### config.mk
export PLATFORM = sky130hd
export DESIGN_NAME = hist_accum_stage
export DESIGN_NICKNAME = d
export VERILOG_FILES = /design/src/rtl/hist_accum_stage_pkg.sv /design/src/rtl/hist_accum_stage_rmw_pipe.sv /design/src/rtl/hist_accum_stage.sv
export SDC_FILE = /design/constraint.sdc
export NUM_CORES = 1
export LEC_CHECK = 0
export BUFFER_PORTS_ARGS = -buffer_cell sky130_fd_sc_hd__buf_2
export CORE_ASPECT_RATIO = 1.2
export CORE_MARGIN = 1.5
export CORE_UTILIZATION = 49
export CTS_CLUSTER_SIZE = 30
export DETAILED_ROUTE_END_ITERATION = 6
export GPL_ROUTABILITY_DRIVEN = 0
export MAX_ROUTING_LAYER = met4
export PLACE_DENSITY = 0.71
export SKIP_CTS_REPAIR_TIMING = 1
export SYNTH_ARGS = -nofsm -noshare
export SYNTH_HDL_FRONTEND = slang
export SYNTH_HIERARCHICAL = 1
export SYNTH_SLANG_ARGS = --single-unit
### constraint.sdc
create_clock -name clock -period 6.4 [get_ports clock]
set_clock_uncertainty 0.1 [all_clocks]
set_input_delay 1.28 -clock clock [delete_from_list [all_inputs] [get_ports clock]]
set_output_delay 1.28 -clock clock [all_outputs]
set_load 0.02 [all_outputs]
### src/rtl/hist_accum_stage_pkg.sv
// Shared definitions for the equalisation pipeline stages.
// Holds the histogram geometry, FSM encoding and bank address helper.
package hist_accum_stage_pkg;

  localparam int PIX_W    = 8;
  localparam int CNT_W    = 20;
  localparam int NUM_BINS = 1 << PIX_W;

  typedef enum logic [2:0] {
    IDLE,
    CLEAR,
    COUNT,
    DRAIN,
    FIN
  } histState_t;

  // Scratchpad address of one bin inside the selected histogram bank.
  function automatic logic [PIX_W:0] bankAddr(input logic bank, input logic [PIX_W-1:0] bin);
    return {bank, bin};
  endfunction

endpackage

### src/rtl/hist_accum_stage_rmw_pipe.sv
// Read-modify-write increment pipe for histogram bins.
// Forwards the two most recent writes so repeated bins count correctly.
module hist_rmw_pipe
  import hist_accum_stage_pkg::*;
#(
  parameter int BIN_W = 8,
  parameter int VAL_W = 20
) (
  input  logic             clock,
  input  logic             reset,
  input  logic             inValid,
  input  logic [BIN_W-1:0] inBin,
  input  logic [VAL_W-1:0] rdVal,
  output logic             wrEn,
  output logic [BIN_W-1:0] wrBin,
  output logic [VAL_W-1:0] wrVal
);

  logic             calcValid;
  logic [BIN_W-1:0] calcBin;
  logic             prevValid;
  logic [BIN_W-1:0] prevBin;
  logic [VAL_W-1:0] prevVal;
  logic [VAL_W-1:0] baseVal;
  logic [VAL_W-1:0] incVal;

  // The write committed last cycle is not yet visible in rdVal (same-edge read returns old data).
  always_comb begin
    baseVal = rdVal;
    if (wrEn && (wrBin == calcBin)) begin
      baseVal = wrVal;
    end else if (prevValid && (prevBin == calcBin)) begin
      baseVal = prevVal;
    end
    incVal = (baseVal == {VAL_W{1'b1}}) ? baseVal : baseVal + VAL_W'(1);
  end

  always_ff @(posedge clock) begin
    if (reset) begin
      calcValid <= 1'b0;
      calcBin   <= '0;
      wrEn      <= 1'b0;
      wrBin     <= '0;
      wrVal     <= '0;
      prevValid <= 1'b0;
      prevBin   <= '0;
      prevVal   <= '0;
    end else begin
      calcValid <= inValid;
      calcBin   <= inBin;
      wrEn      <= calcValid;
      wrBin     <= calcBin;
      wrVal     <= incVal;
      prevValid <= wrEn;
      prevBin   <= wrBin;
      prevVal   <= wrVal;
    end
  end

endmodule

### src/rtl/hist_accum_stage.sv
// Histogram accumulation stage: clears one M2 bank, then counts every M1 pixel.
// Pulses done once the final bin increment has been committed.
module hist_accum_stage
  import hist_accum_stage_pkg::*;
#(
  parameter int PIX_W      = hist_accum_stage_pkg::PIX_W,
  parameter int CNT_W      = hist_accum_stage_pkg::CNT_W,
  parameter int NUM_PIXELS = 76800,
  parameter int M1_AW      = 17
) (
  input  logic             clock,
  input  logic             reset,
  input  logic             start,
  input  logic             inputBaseOffset,
  input  logic [PIX_W-1:0] m1ReadVal,
  output logic [M1_AW-1:0] m1ReadAddr,
  input  logic [CNT_W-1:0] m2ReadVal,
  output logic [PIX_W:0]   m2ReadAddr,
  output logic [PIX_W:0]   m2WriteAddr,
  output logic [CNT_W-1:0] m2WriteVal,
  output logic             m2WE,
  output logic             busy,
  output logic             done
);

  localparam logic [M1_AW-1:0] LAST_ADDR = M1_AW'(NUM_PIXELS - 1);
  localparam logic [PIX_W-1:0] LAST_BIN  = PIX_W'(NUM_BINS - 1);

  histState_t       state;
  logic             bank;
  logic             clrWe;
  logic [PIX_W-1:0] clrBin;
  logic             issue;
  logic             rdValid;
  logic [M1_AW-1:0] m1Addr;
  logic [1:0]       drainCnt;
  logic             busyReg;
  logic             doneReg;

  logic             pipeWe;
  logic [PIX_W-1:0] pipeBin;
  logic [CNT_W-1:0] pipeVal;

  always_ff @(posedge clock) begin
    if (reset) begin
      state    <= IDLE;
      bank     <= 1'b0;
      clrWe    <= 1'b0;
      clrBin   <= '0;
      issue    <= 1'b0;
      rdValid  <= 1'b0;
      m1Addr   <= '0;
      drainCnt <= '0;
      busyReg  <= 1'b0;
      doneReg  <= 1'b0;
    end else begin
      rdValid <= issue;
      unique case (state)
        IDLE: begin
          if (start) begin
            bank    <= inputBaseOffset;
            busyReg <= 1'b1;
            clrWe   <= 1'b1;
            clrBin  <= '0;
            state   <= CLEAR;
          end
        end
        CLEAR: begin
          if (clrBin == LAST_BIN) begin
            clrWe  <= 1'b0;
            issue  <= 1'b1;
            m1Addr <= '0;
            state  <= COUNT;
          end else begin
            clrBin <= clrBin + PIX_W'(1);
          end
        end
        COUNT: begin
          if (m1Addr == LAST_ADDR) begin
            issue    <= 1'b0;
            drainCnt <= '0;
            state    <= DRAIN;
          end else begin
            m1Addr <= m1Addr + M1_AW'(1);
          end
        end
        DRAIN: begin
          // Three cycles cover read, compute and write of the final pixel.
          if (drainCnt == 2'd2) begin
            busyReg <= 1'b0;
            doneReg <= 1'b1;
            state   <= FIN;
          end else begin
            drainCnt <= drainCnt + 2'd1;
          end
        end
        FIN: begin
          doneReg <= 1'b0;
          state   <= IDLE;
        end
        default: state <= IDLE;
      endcase
    end
  end

  hist_rmw_pipe #(
    .BIN_W(PIX_W),
    .VAL_W(CNT_W)
  ) rmwPipe (
    .clock  (clock),
    .reset  (reset),
    .inValid(rdValid),
    .inBin  (m1ReadVal),
    .rdVal  (m2ReadVal),
    .wrEn   (pipeWe),
    .wrBin  (pipeBin),
    .wrVal  (pipeVal)
  );

  assign m1ReadAddr = m1Addr;
  assign m2ReadAddr = rdValid ? bankAddr(bank, m1ReadVal) : '0;
  assign m2WE       = clrWe | pipeWe;
  assign m2WriteVal = pipeWe ? pipeVal : '0;
  always_comb begin
    m2WriteAddr = '0;
    if (pipeWe) begin
      m2WriteAddr = bankAddr(bank, pipeBin);
    end else if (clrWe) begin
      m2WriteAddr = bankAddr(bank, clrBin);
    end
  end
  assign busy = busyReg;
  assign done = doneReg;

endmodule

==> results of run 1 <==
==> cell families after synthesis <==
logic type	count (synthesis)
and+or+nand+nor	316
buffers and inverters	55
adders and majority gates	4
xor gates and xnor gates	17
muxes	9
AOI/OAI and AO/OA	146
DFF	103
==> report_power, final <==
part	leakage (nW)	switching [mW]	internal, mW	total (mW)
sequential	0.844	0.0226	0.665	0.688
clock	0.155	0.240	0.352	0.592
combinational	1.26	0.114	0.0573	0.171
==> cells in the final DEF (no fill, tap or decap), types with 10 or more instances in the layout <==
master    netlist  routed
dfxtp_1       103     103
nand4_1        33      33
o31ai_1        23      23
o21ai_0        22      22
nor4_1         24      24
a311oi_1       10      10
and2_1         33      33
nor2_1         35      35
or2_2          10      10
buf_2          11      89
nand2_1        57      57
xnor2_1        16      16
nand3_1        21      21
a31oi_1        16      16
a21oi_1        34      34
nor2b_1        49      49
==> cell type report <==
class | count | area [um^2] | share of cell area, %
clock buffers | 10 | 239.0 | 3.868
well taps | 132 | 165.2 | 2.673
inverters | 6 | 22.52 | 0.3645
clock inverters | 5 | 81.33 | 1.316
repair buffers | 93 | 475.5 | 7.695
multi-input cells | 492 | 3133 | 50.71
flip-flops and latches | 103 | 2062 | 33.37
==> layer usage <==
metal  part of all wire (%)  GRT usage, %  vias to the layer above  wire, um
met5                      0             -                        -         0
met4                    2.1         11.00                        0       301
met3                    6.1         3.075                       25       868
met2                     50         40.58                      216      7012
met1                     42         31.20                     2444      5953
li1                       -             -                     2506         -
==> flip-flops by register name (all words and copies together), names as in the netlist <==
| register | cells |
|---|---|
| rmwPipe/wrBin | 8 |
| busy | 1 |
| state | 3 |
| m1ReadAddr | 17 |
| rmwPipe/prevVal | 20 |
| rmwPipe/calcValid | 1 |
| done | 1 |
| issue | 1 |
| rmwPipe/wrEn | 1 |
| clrBin | 8 |
| rmwPipe/prevValid | 1 |
| rmwPipe/prevBin | 8 |
| rmwPipe/wrVal | 20 |
| bank | 1 |
| rdValid | 1 |
| rmwPipe/calcBin | 8 |
| drainCnt | 2 |
| clrWe | 1 |
==> path summary, 6_finish.rpt <==
check | from | end | slack (ps) | cells after the start
max | rmwPipe/calcBin[3] | rmwPipe/wrVal[8] | 2130 | 11
min | rmwPipe/calcValid | rmwPipe/wrEn | 340 | 1
max reg2reg | rmwPipe/calcBin[3] | rmwPipe/wrVal[8] | 2130 | 11
min reg2reg | rmwPipe/calcValid | rmwPipe/wrEn | 340 | 1
==> metrics.txt, run 1 <==
# TYPE chip_impl_metric gauge
chip_impl_metric{name="antenna_cells_inserted",unit=""} 0
chip_impl_metric{name="finalInstanceArea",unit="mm^2"} 0.006178
chip_impl_metric{name="hold_slack",unit="ps"} 343.4
chip_impl_metric{name="starting_utilization_of_the_core_area",unit="%"} 49.85
chip_impl_metric{name="routed_via_density",unit=""} 6.172
chip_impl_metric{name="vdd_ir_drop_max",unit="V"} 0.0001310
chip_impl_metric{name="setup_viol_count_final",unit=""} 0
chip_impl_metric{name="fillerInstances",unit=""} 1025
chip_impl_info{name="run_status",value="finished, final reports clean"} 1
chip_impl_metric{name="post-layout-total-power",unit="mW"} 1.451
chip_impl_metric{name="worst_ep_required_time",unit="ps"} 6530
chip_impl_metric{name="post_synth_inst_count",unit=""} 650
chip_impl_info{name="min_path_type",value="flop to flop"} 1
chip_impl_metric{name="floorplan.die.height",unit="um"} 118.5
chip_impl_metric{name="routed_wire_length_per_instance",unit="um"} 16.81
chip_impl_metric{name="post_synth.cell_area_avg",unit="um^2"} 8.383
chip_impl_metric{name="largest_net_degree_at_the_start_of_global_routing",unit=""} 89
chip_impl_metric{name="mux_cell_area_share_after_synthesis",unit="%"} 1.676
chip_impl_info{name="rsz0062_at_grt",value="no"} 1
chip_impl_metric{name="worstPathArrival",unit="ps"} 4400
chip_impl_info{name="largest_family_of_logic_cells_by_synthesized_area",value="simple AND/OR/NAND/NOR gates"} 1
chip_impl_metric{name="max_clock_freq",unit="MHz"} 234.0
chip_impl_info{name="synth_ff_type",value="dfxtp_1"} 1
chip_impl_metric{name="placed_cell_area",unit="mm^2"} 0.005858
chip_impl_metric{name="routed-via-count",unit=""} 5191
chip_impl_metric{name="leakage",unit="nW"} 2.263
chip_impl_metric{name="drt_first_iter_violations",unit=""} 230
chip_impl_info{name="post_synth_most_frequent_cells",value="dfxtp_1 (103), nand2_1 (57), nor2b_1 (49)"} 1
chip_impl_info{name="synth_area_leader_cell",value="dfxtp_1"} 1
chip_impl_metric{name="design.die.area",unit="mm^2"} 0.01176
chip_impl_metric{name="drive_gt1_share",unit="%"} 19.46
chip_impl_metric{name="drcViolationCount",unit=""} 0
chip_impl_metric{name="clkSlewWorstSetupHoldPaths",unit="ps"} 70
chip_impl_metric{name="dp.cells",unit=""} 826
chip_impl_metric{name="route.antenna.remaining_nets",unit=""} 0
chip_impl_metric{name="synth.cell_area",unit="mm^2"} 0.005449
chip_impl_metric{name="worst_slew_pin_slew",unit="ps"} 1001
chip_impl_metric{name="finalWirelength",unit="um"} 14140
chip_impl_metric{name="grt_first_pass_wirelength",unit="um"} 23360
chip_impl_metric{name="worstSkewPairLatency",unit="ps"} 340
chip_impl_info{name="cts_root_buffer",value="clkbuf_16"} 1
chip_impl_info{name="crit_path_start_kind",value="flop"} 1
chip_impl_metric{name="area_growth",unit="%"} 13.39
chip_impl_metric{name="synth_seq_area_share",unit="%"} 37.84
chip_impl_metric{name="power_density",unit="mW/mm^2"} 234.8
chip_impl_info{name="worst-setup-path-type",value="flop to flop"} 1
chip_impl_metric{name="crit_path_max_fanout",unit=""} 21
chip_impl_info{name="worst_path_dominant_cell_family",value="simple AND/OR/NAND/NOR gates"} 1
chip_impl_metric{name="share_of_synthesized_registers_carrying_an_async_set_or_reset",unit="%"} 0
chip_impl_metric{name="critPathBufInv",unit=""} 1
chip_impl_metric{name="synthXorXnorAreaFrac",unit="%"} 2.732
chip_impl_metric{name="dpl.hpwl",unit="um"} 9499
chip_impl_info{name="synth_area_leaders",value="dfxtp_1 (38%), nor2b_1 (5.6%), nand2_1 (3.9%)"} 1
chip_impl_metric{name="place.port_buffers",unit=""} 89
chip_impl_metric{name="ctsHtreeMaxLevel",unit=""} 3
chip_impl_metric{name="synth_adder_area_share",unit="%"} 0.9185
chip_impl_metric{name="instances_no_fill",unit=""} 841
chip_impl_info{name="synth_most_common_cell",value="dfxtp_1"} 1
chip_impl_metric{name="design.final.nets",unit=""} 741
chip_impl_metric{name="number_of_enable_type_register_cells_in_the_synthesized_netlist",unit=""} 0
chip_impl_metric{name="synth.ff_latch_count",unit=""} 103
chip_impl_metric{name="cap_violations",unit=""} 0
chip_impl_metric{name="layout_setup_ws",unit="ps"} 2126
chip_impl_metric{name="worst_slew_margin_rel",unit="%"} 33.06
chip_impl_metric{name="io_pins",unit=""} 90
chip_impl_metric{name="numClockSinks",unit=""} 103
chip_impl_info{name="cts_tree",value="done"} 1
chip_impl_metric{name="syn-num-nets",unit=""} 686
chip_impl_metric{name="timing.final.hold_violations",unit=""} 0
chip_impl_metric{name="pre_cts_ws",unit="ps"} 2200
chip_impl_metric{name="slew_viol_final",unit=""} 0
chip_impl_metric{name="ys_warn_count",unit=""} 6
chip_impl_metric{name="area_share_of_the_leading_cell_type_in_the_synthesized_netlist",unit="%"} 37.84
chip_impl_info{name="critical_path.endpoint_type",value="flop"} 1
chip_impl_metric{name="final_min_period_over_clock_period",unit="%"} 66.78
chip_impl_metric{name="number_of_global_route_vias_before_repair",unit=""} 4900
chip_impl_metric{name="fp.dieW",unit="um"} 99.27
chip_impl_metric{name="finalCoreUtilization",unit="%"} 56.52
chip_impl_metric{name="grt_overflow",unit=""} 0
chip_impl_metric{name="synth.distinct_cells",unit=""} 67
chip_impl_metric{name="gr-usage-all-layers",unit="%"} 25.00
chip_impl_metric{name="floorplan.rows",unit=""} 42
chip_impl_metric{name="synth_simple_gate_area_share",unit="%"} 33.18
chip_impl_metric{name="fin_crit",unit="ps"} 4274
chip_impl_metric{name="number_of_antenna_violations_at_the_first_check_in_global_routing",unit=""} 0
chip_impl_metric{name="detail_route.first_pass.iterations",unit=""} 5
chip_impl_metric{name="cpPeakStageDelay",unit="ps"} 810
chip_impl_metric{name="cts.path.max_buffers",unit=""} 2
chip_impl_metric{name="synth_compound_area_share",unit="%"} 18.99
chip_impl_metric{name="numCtsBuffers",unit=""} 9
chip_impl_metric{name="fin_setup_tns",unit="ps"} 0
chip_impl_info{name="cpMaxStageDelayCell",value="or3_4"} 1
chip_impl_info{name="crit_path_cell_trace",value="xnor2_1 > nand3_1 > or3_4 > a31oi_1 > ha_1 > inv_1 > a311oi_1 > nand2_1 > nor4_1 > a21oi_1 > mux2i_1"} 1
chip_impl_metric{name="placeableCoreArea",unit="mm^2"} 0.01093
Power figures use the tool's default switching activity.
==> inputs of run 2 (changes only) <==
Clock period 6.4 ns to 4.04 ns, I/O delays scaled along.
==> run 2 against run 1 <==
Effect of this change:
- clock power grew 50%
- first-iteration DRC count grew 35%
- worst hold slack gained 15 ps
- sequential share of layout area shrank 0.43 points
- largest cell class unchanged
- largest power group unchanged
==> metrics.txt, run 2 (synthesized netlist as in run 1, its figures left out) <==
# TYPE chip_impl_metric gauge
chip_impl_metric{name="worst_slew_margin_rel",unit="%"} 49.15
chip_impl_info{name="critical_path.endpoint_type",value="flop"} 1
chip_impl_metric{name="crit_path_max_fanout",unit=""} 15
chip_impl_metric{name="final_min_period_over_clock_period",unit="%"} 89.30
chip_impl_metric{name="worstPathArrival",unit="ps"} 3780
chip_impl_metric{name="fp.dieW",unit="um"} 99.27
chip_impl_metric{name="worst_slew_pin_slew",unit="ps"} 762.7
chip_impl_metric{name="fillerInstances",unit=""} 1038
chip_impl_metric{name="setup_viol_count_final",unit=""} 0
chip_impl_metric{name="area_growth",unit="%"} 14.88
chip_impl_metric{name="max_clock_freq",unit="MHz"} 277.2
chip_impl_metric{name="dpl.hpwl",unit="um"} 9923
chip_impl_info{name="run_status",value="finished, final reports clean"} 1
chip_impl_metric{name="drt_first_iter_violations",unit=""} 310
chip_impl_metric{name="worst-r2r-cell-count",unit=""} 9
chip_impl_metric{name="starting_utilization_of_the_core_area",unit="%"} 49.85
chip_impl_metric{name="numClockSinks",unit=""} 103
chip_impl_metric{name="fin_crit",unit="ps"} 3608
chip_impl_metric{name="detailroute.wirelength.met3",unit="um"} 834
chip_impl_metric{name="slew_viol_final",unit=""} 0
chip_impl_metric{name="design.final.nets",unit=""} 752
chip_impl_metric{name="whs_path_depth",unit=""} 1
chip_impl_metric{name="wl_met1",unit="um"} 5959
chip_impl_metric{name="drcViolationCount",unit=""} 0
chip_impl_metric{name="route.antenna.remaining_nets",unit=""} 0
chip_impl_metric{name="io_pins",unit=""} 90
chip_impl_metric{name="gr-usage-all-layers",unit="%"} 24.74
chip_impl_metric{name="cap_violations",unit=""} 0
chip_impl_metric{name="finalWirelength",unit="um"} 14230
chip_impl_metric{name="place.port_buffers",unit=""} 89
chip_impl_metric{name="dr_wl_met2",unit="um"} 7156
chip_impl_info{name="cts_tree",value="done"} 1
chip_impl_info{name="top_signal_layer_used",value="met4"} 1
chip_impl_metric{name="area_of_combinational_cells_with_multiple_inputs",unit="mm^2"} 0.003133
chip_impl_info{name="worst-setup-path-type",value="flop to flop"} 1
chip_impl_metric{name="leakage",unit="nW"} 2.307
chip_impl_metric{name="routed_wire_length_per_instance",unit="um"} 16.69
chip_impl_metric{name="hold_slack",unit="ps"} 358.5
chip_impl_metric{name="worstSkewPairLatency",unit="ps"} 340
chip_impl_metric{name="antenna_cells_inserted",unit=""} 0
chip_impl_metric{name="design.die.area",unit="mm^2"} 0.01176
chip_impl_info{name="rsz0062_at_grt",value="no"} 1
chip_impl_metric{name="ctsHtreeMaxLevel",unit=""} 3
chip_impl_info{name="layout.cells.most_common",value="dfxtp_1"} 1
chip_impl_metric{name="grt_overflow",unit=""} 0
chip_impl_metric{name="vdd_ir_drop_max",unit="V"} 0.0002235
chip_impl_metric{name="finalInstanceArea",unit="mm^2"} 0.006260
chip_impl_metric{name="grt_first_pass_wirelength",unit="um"} 23220
chip_impl_info{name="cts_root_buffer",value="clkbuf_16"} 1
chip_impl_metric{name="floorplan.rows",unit=""} 42
chip_impl_metric{name="ff_latch_area",unit="mm^2"} 0.002062
chip_impl_metric{name="number_of_global_route_vias_before_repair",unit=""} 4826
chip_impl_metric{name="reg2reg_setup_slack",unit="ps"} 430
chip_impl_metric{name="number_of_antenna_violations_at_the_first_check_in_global_routing",unit=""} 0
chip_impl_info{name="crit_path_start_kind",value="flop"} 1
chip_impl_metric{name="numCtsBuffers",unit=""} 9
chip_impl_metric{name="routed_via_density",unit=""} 6.097
chip_impl_info{name="min_path_type",value="flop to flop"} 1
chip_impl_metric{name="placeableCoreArea",unit="mm^2"} 0.01093
chip_impl_metric{name="placed_cell_area",unit="mm^2"} 0.005953
chip_impl_metric{name="largest_net_degree_at_the_start_of_global_routing",unit=""} 65
chip_impl_metric{name="timing.final.hold_violations",unit=""} 0
chip_impl_info{name="layout.cells.most_common_list",value="dfxtp_1 (103), buf_2 (89), nand2_1 (57), nor2b_1 (49), nor2_1 (35)"} 1
chip_impl_metric{name="floorplan.die.height",unit="um"} 118.5
chip_impl_metric{name="routed-via-count",unit=""} 5201
chip_impl_metric{name="power_density",unit="mW/mm^2"} 361.9
chip_impl_metric{name="cts.path.max_buffers",unit=""} 2
chip_impl_metric{name="detail_route.first_pass.iterations",unit=""} 5
chip_impl_metric{name="worst_ep_required_time",unit="ps"} 4210
chip_impl_metric{name="fin_setup_tns",unit="ps"} 0
chip_impl_metric{name="drive_gt1_share",unit="%"} 20.80
chip_impl_metric{name="clkSlewWorstSetupHoldPaths",unit="ps"} 70
chip_impl_metric{name="post-layout-total-power",unit="mW"} 2.266
==> run 2: area by class of cell <==
cell class	instances	share of cell area, %
multi-input cells	492	50.05
inverters	6	0.3598
clock buffers	9	3.598
well taps	132	2.638
flip-flops and latches	103	32.94
clock inverters	7	1.299
repair buffers	104	9.115
==> run 2: critical path, stage by stage, from the launching register on <==
cell and delay, ps:
dfxtp_1 380, xnor2_1 140, and3_1 600, buf_4 260, nand4_1 90, a31oi_1 440, nand4_1 380, nor2_1 690
a21boi_0 240, nor3_1 210
==> run 2: path summary, 6_finish.rpt <==
path / end / from
worst min-delay path: rmwPipe/wrEn / rmwPipe/calcValid
worst max-delay path: rmwPipe/wrVal[0] / rmwPipe/calcBin[0]
worst min register to register: rmwPipe/wrEn / rmwPipe/calcValid
worst max register to register: rmwPipe/wrVal[0] / rmwPipe/calcBin[0]
==> run 2: stage by stage <==
stage / setup slack [ps] / cells / util, %
4_1_cts: 541.5 / 853 / 57.27
6_report: 432.2 / 853 / 57.27
3_3_place_gp: 720.0 / 837 / 54.46
2_1_floorplan: 1054 / 650 / -
5_1_grt: 215.4 / 853 / 57.27
3_5_place_dp: 553.9 / 837 / 54.46
==> run 2: power breakdown <==
group | leakage, nW | internal (mW) | switching, mW
Combinational | 1.32 | 0.102 | 0.183
Clock | 0.140 | 0.488 | 0.402
Sequential | 0.844 | 1.05 | 0.0367
Total | 2.31 | 1.64 | 0.622
==> run 2: layer usage <==
| metal | vias up | GRT usage (%) |
|---|---|---|
| met2 | 201 | 41.78 |
| met3 | 24 | 3.253 |
| met4 | 0 | 9.507 |
| met5 | - | - |
| li1 | 2528 | - |
| met1 | 2448 | 29.89 |
